File: src/rtl/alu32.sv
// alu32: 32-bit MIPS-style integer ALU with a registered result and zero flag.
// The result and zero flag are captured together each rising clock edge.
// They feed the next pipeline stage directly from the register.
module alu32 (
  input  logic        clk,
  input  logic        clrn,
  input  logic [31:0] a,
  input  logic [31:0] b,
  input  logic [3:0]  aluc,
  output logic [31:0] r,
  output logic        z
);

  // aluc[1:0] picks the operation group.
  // aluc[2] picks the variant within the group.
  // aluc[3] only matters for the right-shift pair (SRL vs SRA).
  typedef enum logic [2:0] {
    OP_ADD = 3'b000,
    OP_AND = 3'b001,
    OP_XOR = 3'b010,
    OP_SLL = 3'b011,
    OP_SUB = 3'b100,
    OP_OR  = 3'b101,
    OP_LUI = 3'b110,
    OP_SHR = 3'b111
  } op_t;

  op_t         op;
  logic [4:0]  shamt;
  logic [31:0] sum;
  logic [31:0] diff;
  logic [31:0] sll_res;
  logic [31:0] srl_res;
  logic [31:0] sra_res;
  logic [31:0] next_r;

  assign op    = op_t'(aluc[2:0]);
  assign shamt = a[4:0];

  // Arithmetic and shift results; carries/borrows simply fall off the top.
  always_comb begin
    sum     = a + b;
    diff    = a - b;
    sll_res = b << shamt;
    srl_res = b >> shamt;
    sra_res = $signed(b) >>> shamt;
  end

  // Operation select; z is derived from this same value so r and z always agree.
  always_comb begin
    next_r = 32'h0000_0000;
    unique case (op)
      OP_ADD: next_r = sum;
      OP_SUB: next_r = diff;
      OP_AND: next_r = a & b;
      OP_OR:  next_r = a | b;
      OP_XOR: next_r = a ^ b;
      OP_LUI: next_r = {b[15:0], 16'h0000};
      OP_SLL: next_r = sll_res;
      OP_SHR: next_r = aluc[3] ? sra_res : srl_res;
      default: next_r = 32'h0000_0000;
    endcase
  end

  // Output register; reset clears the result and reports zero without waiting for a clock.
  always_ff @(posedge clk or negedge clrn) begin
    if (!clrn) begin
      r <= 32'h0000_0000;
      z <= 1'b1;
    end else begin
      r <= next_r;
      z <= (next_r == 32'h0000_0000);
    end
  end

endmodule

File: config.mk
export PLATFORM = sky130hd
export DESIGN_NAME = alu32
export DESIGN_NICKNAME = d
export VERILOG_FILES = /design/src/rtl/alu32.sv
export SDC_FILE = /design/constraint.sdc
export NUM_CORES = 1
export LEC_CHECK = 0
export ABC_CLOCK_PERIOD_IN_PS = 800
export CAP_MARGIN = 20
export CORE_UTILIZATION = 30
export CTS_CLUSTER_DIAMETER = 200
export DETAILED_ROUTE_END_ITERATION = 8
export DONT_BUFFER_PORTS = 1
export GPL_ROUTABILITY_DRIVEN = 0
export GPL_TIMING_DRIVEN = 0
export PLACE_DENSITY = 0.49
export SYNTH_ARGS = -nofsm -noshare
export SYNTH_HDL_FRONTEND = slang
export SYNTH_SLANG_ARGS = --single-unit
File: constraint.sdc
create_clock -name clk -period 0.8 [get_ports clk]
set_clock_uncertainty 0.1 [all_clocks]
set_input_delay 0.16 -clock clk [delete_from_list [all_inputs] [get_ports clk]]
set_output_delay 0.16 -clock clk [all_outputs]
set_load 0.01 [all_outputs]
==> impl_metrics.json, run 1 <==
{
  "grt_overflow": 0,
  "synth-main-ff-cell": "dfrtp_1",
  "placedCellCount": 1694,
  "max_freq_mhz": 239,
  "drv_slew": 0,
  "ys_ff_latch": 33,
  "syn_area_sq_mm": 0.00985,
  "pwr_density_cell_mw_per_mm2": 1080,
  "routedWlPerCell_microns": 31.0,
  "dr_wl_met3_mm": 6.41,
  "crit_arrival_ns": 4.27,
  "highest_layer": "met4",
  "synth-simple-area-share": 0.173,
  "drive_above_1_share": 0.300,
  "num_vias": 11700,
  "status": "finished, violations left",
  "fillers": 3275,
  "fin_area_sq_mm": 0.0127,
  "io_pins": 103,
  "seq_area_frac_synth": 0.0840,
  "grt_max_degree": 34,
  "initial_core_util": 0.308,
  "synth_nets": 1424,
  "worstPathMaxFanout": 5,
  "met2_length_mm": 24.2,
  "placed_cell_area_sq_mm": 0.0109,
  "drtAntennaViolNets": 0,
  "failed_checks": "negative hold slack, negative setup slack",
  "diodes": 0,
  "hold_viol_final": 33,
  "critical_path.endpoint_type": "flip-flop",
  "rsz0062_at_grt": "yes",
  "worst_hold_slack_ns": -0.519,
  "required_ns": 0.88,
  "cts.clk_slew.worst_paths_ns": 0.05,
  "critPathLaunchType": "primary input",
  "cts_root_buffer": "clkbuf_16",
  "synthToLayoutAreaGrowth_pct": 28.8,
  "final_common_cell": "nor2_1",
  "cts_buffers": 5,
  "htreeDepth": 2,
  "cts_max_path_buffers": 2,
  "dieWidth_microns": 183,
  "hold_path_class": "in -> async",
  "fin_nets": 1500,
  "setup_viol": 66,
  "finalNonFillerCells": 1769,
  "drt-met1-wl_mm": 21.1,
  "place_ws_ns": -4.32,
  "port_buffers": 0,
  "antenna_found_initial": 1,
  "grt_pass1_wl_mm": 78.3,
  "finalCritPeriodShare": 5.23,
  "synth_cells": 1257,
  "clock-sinks": 33,
  "grt_usage": 0.320,
  "synth_area_per_cell_sq_um": 7.83,
  "grt_pass1_vias": 11200,
  "tightest_slew_ns": 1.08,
  "period_minus_slack_ns": 4.18,
  "finalWirelength_mm": 54.9,
  "tritoncts": "built",
  "maxSlewHeadroom": 0.259,
  "post-route-util": 0.397,
  "worstSetupPathType": "in -> reg",
  "die_y_microns": 183,
  "synthAdderAreaFrac": 0.124,
  "synth.area.mux_share": 0.236,
  "drt_iter0_drc": 1686,
  "yosys_warnings": 0,
  "die_area_sq_mm": 0.0336,
  "drcViolationCount": 0,
  "synth-compound-area-share": 0.264,
  "core_region_area_sq_mm": 0.0320,
  "synthXorXnorAreaFrac": 0.0409,
  "first_pass_iters": 6,
  "rows": 65,
  "synthArstFlopShare": 1.00,
  "ir_drop_mv": 1.12,
  "dp_hpwl_mm": 42.5,
  "ys_types": 86,
  "viasPerCell": 6.63,
  "finalWorstSetupSlack_ns": -3.38,
  "synth_top_family_by_area": "compound AO/OA/AOI/OAI gates",
  "synth_edf_count": 0,
  "mostFrequentLayoutCells": "nor2_1 (93), ha_1 (83), nand2_1 (82)",
  "leakage_nw": 5.00,
  "maxCapViolCount": 0
}
[repair_timing]
action / CTS / global route
buffers inserted: 50 / 23
setup endpoints to repair: 66 / 66
gates resized for setup: 177 / 87
hold endpoints to repair: 33 / 33
pin swaps: 78 / 48
[synthesized netlist by cell type, types with 11 or more instances]
master | n | area [sq um]
o21ai_0 | 77 | 385
nand3_1 | 22 | 110
nor2b_1 | 11 | 68.8
nand2b_1 | 16 | 100
inv_1 | 69 | 259
buf_2 | 16 | 80.1
a221oi_1 | 15 | 131
and2_1 | 12 | 75.1
nand4_1 | 14 | 87.6
a21oi_1 | 87 | 435
mux4_2 | 63 | 1420
nor2_1 | 102 | 383
mux2i_1 | 59 | 591
ha_1 | 96 | 1200
a211oi_1 | 22 | 165
clkbuf_1 | 85 | 319
o211ai_1 | 21 | 158
nor3_1 | 26 | 130
o22ai_1 | 15 | 93.8
a22oi_1 | 14 | 105
nand2_1 | 89 | 334
xnor2_1 | 41 | 359
a31oi_1 | 19 | 119
a21o_1 | 16 | 120
mux2_2 | 21 | 236
dfrtp_1 | 32 | 801
buf_1 | 11 | 41.3
[worst paths after layout]
kind	endpoint	depth (start not counted)	startpoint
worst max-delay path	z$_DFF_PN1_	17	b[3]
worst min-delay path	r[4]$_DFF_PN0_	0	clrn
max in group asynchronous	z$_DFF_PN1_	0	clrn
min in group clk	r[20]$_DFF_PN0_	3	a[20]
[area by class of cell]
class | instances | area (sq um) | share of cell area
Inverter | 73 | 304 | 0.0240
Multi-Input combinational cell | 1032 | 9350 | 0.737
Sequential cell | 33 | 827 | 0.0652
Buffer | 115 | 882 | 0.0696
Clock buffer | 5 | 125 | 0.00987
Tap cell | 435 | 544 | 0.0429
Clock inverter | 3 | 17.5 | 0.00138
Timing Repair Buffer | 73 | 631 | 0.0497
[where the power goes]
group          leakage [nW]  internal (W)  total [W]  switching (W)
Sequential            0.398       0.00195    0.00218       0.000230
Clock                0.0696       0.00113    0.00174       0.000606
Combinational          4.54       0.00403    0.00979        0.00577
[registers in the layout, summed over array words and instances, names as in the netlist]
name / count
r: 32
z: 1
[critical path, stage by stage]
cell and delay, ns:
nor4_4 0.32, nand3_2 0.16, or4_4 0.44, nand2b_4 0.20
o41a_1 0.34, xnor2_1 0.14, ha_1 0.34, a21o_1 0.25
or3b_4 0.40, a21oi_4 0.19, o2111ai_4 0.16, nand3_2 0.13
o21ai_2 0.08, nand4_1 0.09, nand4_1 0.14, or4_1 0.51
nor4_2 0.21
[per-layer routing]
metal  global-route usage  vias up
li1                     -     4923
met1                0.408     5682
met2                0.499      908
met3               0.0763      207
met4                0.164        0
met5                    0        -
[metrics by stage]
stage	setup TNS, ns	total power [W]
floorplan	-69.93	0.00748
global placement	-98.29	0.00976
detailed placement	-97.74	0.00977
CTS	-78.67	0.0128
global route	-81.84	0.0143
finish	-78.79	0.0137
[cell families (layout without fill, tap and decap cells)]
family	count (synthesis)	after routing
flip-flops	33	33
AO/OA/AOI/OAI	390	390
buffers and inverters	192	269
adder cells (fa/ha/maj)	97	97
XOR/XNOR	46	46
AND/OR/NAND/NOR	350	350
multiplexers	149	149
Power figures use the tool's default switching activity.
==> run 2: changes to the inputs <==
- REMOVE_ABC_BUFFERS: default -> 1
==> impl_metrics.json, run 2 (synthesis results as in run 1) <==
{
  "ir_drop_mv": 0.777,
  "drt_iter0_drc": 1396,
  "die_y_microns": 183,
  "worstPathMaxFanout": 15,
  "grt_pass1_vias": 10200,
  "finalNonFillerCells": 1660,
  "drv_slew": 0,
  "top_register": "r",
  "grt_overflow": 0,
  "final_common_cell": "nor2_1",
  "maxCapViolCount": 0,
  "setup_viol": 66,
  "largest_reg_flops": 32,
  "p_total_w": 0.0130,
  "comb_power_share": 0.640,
  "grt_usage": 0.268,
  "viasPerCell": 6.48,
  "fin_nets": 1391,
  "num_vias": 10800,
  "io_pins": 103,
  "grt_max_degree": 106,
  "switching_share": 0.425,
  "finalWorstSetupSlack_ns": -3.52,
  "placedCellCount": 1578,
  "period_minus_slack_ns": 4.32,
  "antenna_found_initial": 0,
  "setup_tns_ns": -75.73,
  "dp_hpwl_mm": 32.9,
  "cp_num_buf_inv": 1,
  "p_clk_frac": 0.192,
  "p_seq_frac": 0.168,
  "mostFrequentLayoutCells": "nor2_1 (92), ha_1 (84), nand2_1 (82)",
  "crit_arrival_ns": 4.41,
  "cts_buffers": 5,
  "dieWidth_microns": 183,
  "finalWirelength_mm": 46.5,
  "worstSetupPathType": "in -> reg",
  "tritoncts": "built",
  "die_area_sq_mm": 0.0336,
  "initial_core_util": 0.308,
  "port_buffers": 0,
  "cp_slowest_cell": "or4_4",
  "crit_chain": "nor4_4 > nand3_2 > or4_4 > nand2b_4 > buf_4 > o41a_1 > xnor2_1 > ha_1 > a21o_1 > or3b_4 > a21oi_4 > o2111ai_4 > nand3_2 > o21ai_2 > nand4_1 > nand4_1 > or4_4 > nor4_4",
  "critical_path.max_stage_delay_ns": 0.59,
  "diodes": 0,
  "place_ws_ns": -4.90,
  "status": "finished, violations left",
  "routedWlPerCell_microns": 28.0,
  "drtAntennaViolNets": 0,
  "leakage_nw": 4.60,
  "cts_root_buffer": "clkbuf_16",
  "rsz0062_at_grt": "yes",
  "critPathLaunchType": "primary input",
  "critical_path.endpoint_type": "flip-flop",
  "cts_max_path_buffers": 2,
  "hold_viol_final": 33,
  "hold_path_class": "in -> async",
  "grt_pass1_wl_mm": 67.9,
  "drive_above_1_share": 0.269,
  "clock-sinks": 33,
  "cts.clk_slew.worst_paths_ns": 0.06,
  "tightest_slew_ns": 0.945,
  "max_freq_mhz": 232,
  "top_regs": "r x32, z x1",
  "internal_power_w": 0.00747,
  "synthToLayoutAreaGrowth_pct": 20.3,
  "worst_hold_slack_ns": -0.533,
  "finalCritPeriodShare": 5.39,
  "core_region_area_sq_mm": 0.0320,
  "htreeDepth": 2,
  "drcViolationCount": 0,
  "pwr_density_cell_mw_per_mm2": 1100,
  "required_ns": 0.90,
  "failed_checks": "negative hold slack, negative setup slack",
  "first_pass_iters": 6,
  "p_sw_w": 0.00553,
  "maxSlewHeadroom": 0.368,
  "critical_path.top_delay_family": "simple AND/OR/NAND/NOR gates",
  "rows": 65
}
run 2: cell types whose count changed in the layout (fill, tap and decap cells not counted), sizes merged:
| cell | previous run | this run |
|---|---|---|
| clkinv | 4 | 3 |
| or2 | 7 | 8 |
| inv | 67 | 68 |
| clkbuf | 81 | 5 |
| clkinvlp | 5 | 4 |
| bufinv | 0 | 2 |
| buf | 112 | 77 |
run 2: repair_timing:
item	4_1_cts	5_1_grt
resized for setup	186	70
buffers inserted	51	21
setup endpoints to repair	66	66
hold endpoints to repair	33	33
cloned	2	0
pin swaps	71	55
run 2: power by group through the flow:
stage                     Clock (W)  Combinational [W]  Sequential, W
after floorplan                   0            0.00438        0.00219
after detailed placement          0            0.00601        0.00221
after global routing        0.00263            0.00878        0.00222
after global placement            0            0.00597        0.00221
after CTS                   0.00253            0.00732        0.00218
final                       0.00250            0.00832        0.00218
run 2: cell type report:
type	count	area, sq um
clock buffers	5	125
clock inverters	3	65.1
fillers	3219	20100
inverters	73	317
multi-input cells	1033	9320
flip-flops and latches	33	827
well taps	435	544
repair buffers	77	647
repair inverters	1	5.00
run 2: worst paths after layout:
| check | startpoint | end | slack [ns] | cells after the start |
|---|---|---|---|---|
| max in group asynchronous | clrn | z$_DFF_PN1_ | 0.96 | 0 |
| min in group clk | a[2] | r[6]$_DFF_PN0_ | 0.08 | 2 |
| setup / recovery | b[4] | z$_DFF_PN1_ | -3.52 | 18 |
| hold / removal | clrn | r[3]$_DFF_PN0_ | -0.53 | 0 |
run 2: per-layer routing:
metal,wire length [microns],share of wire,up-vias,global-route usage
met5,0,0,-,0
met4,1710,0.037,0,0.0810
met3,4770,0.10,93,0.0469
met2,21000,0.45,630,0.428
met1,19000,0.41,5334,0.366
li1,-,-,4708,-
run 2: metrics by stage:
stage	util	hold slack [ns]	area [sq um]
floorplan	-	-0.236	9350
global placement	0.309	-0.235	9890
detailed placement	0.311	-0.235	9940
CTS	0.354	-0.535	11300
global route	0.371	-0.541	11800
finish	0.371	-0.533	11800
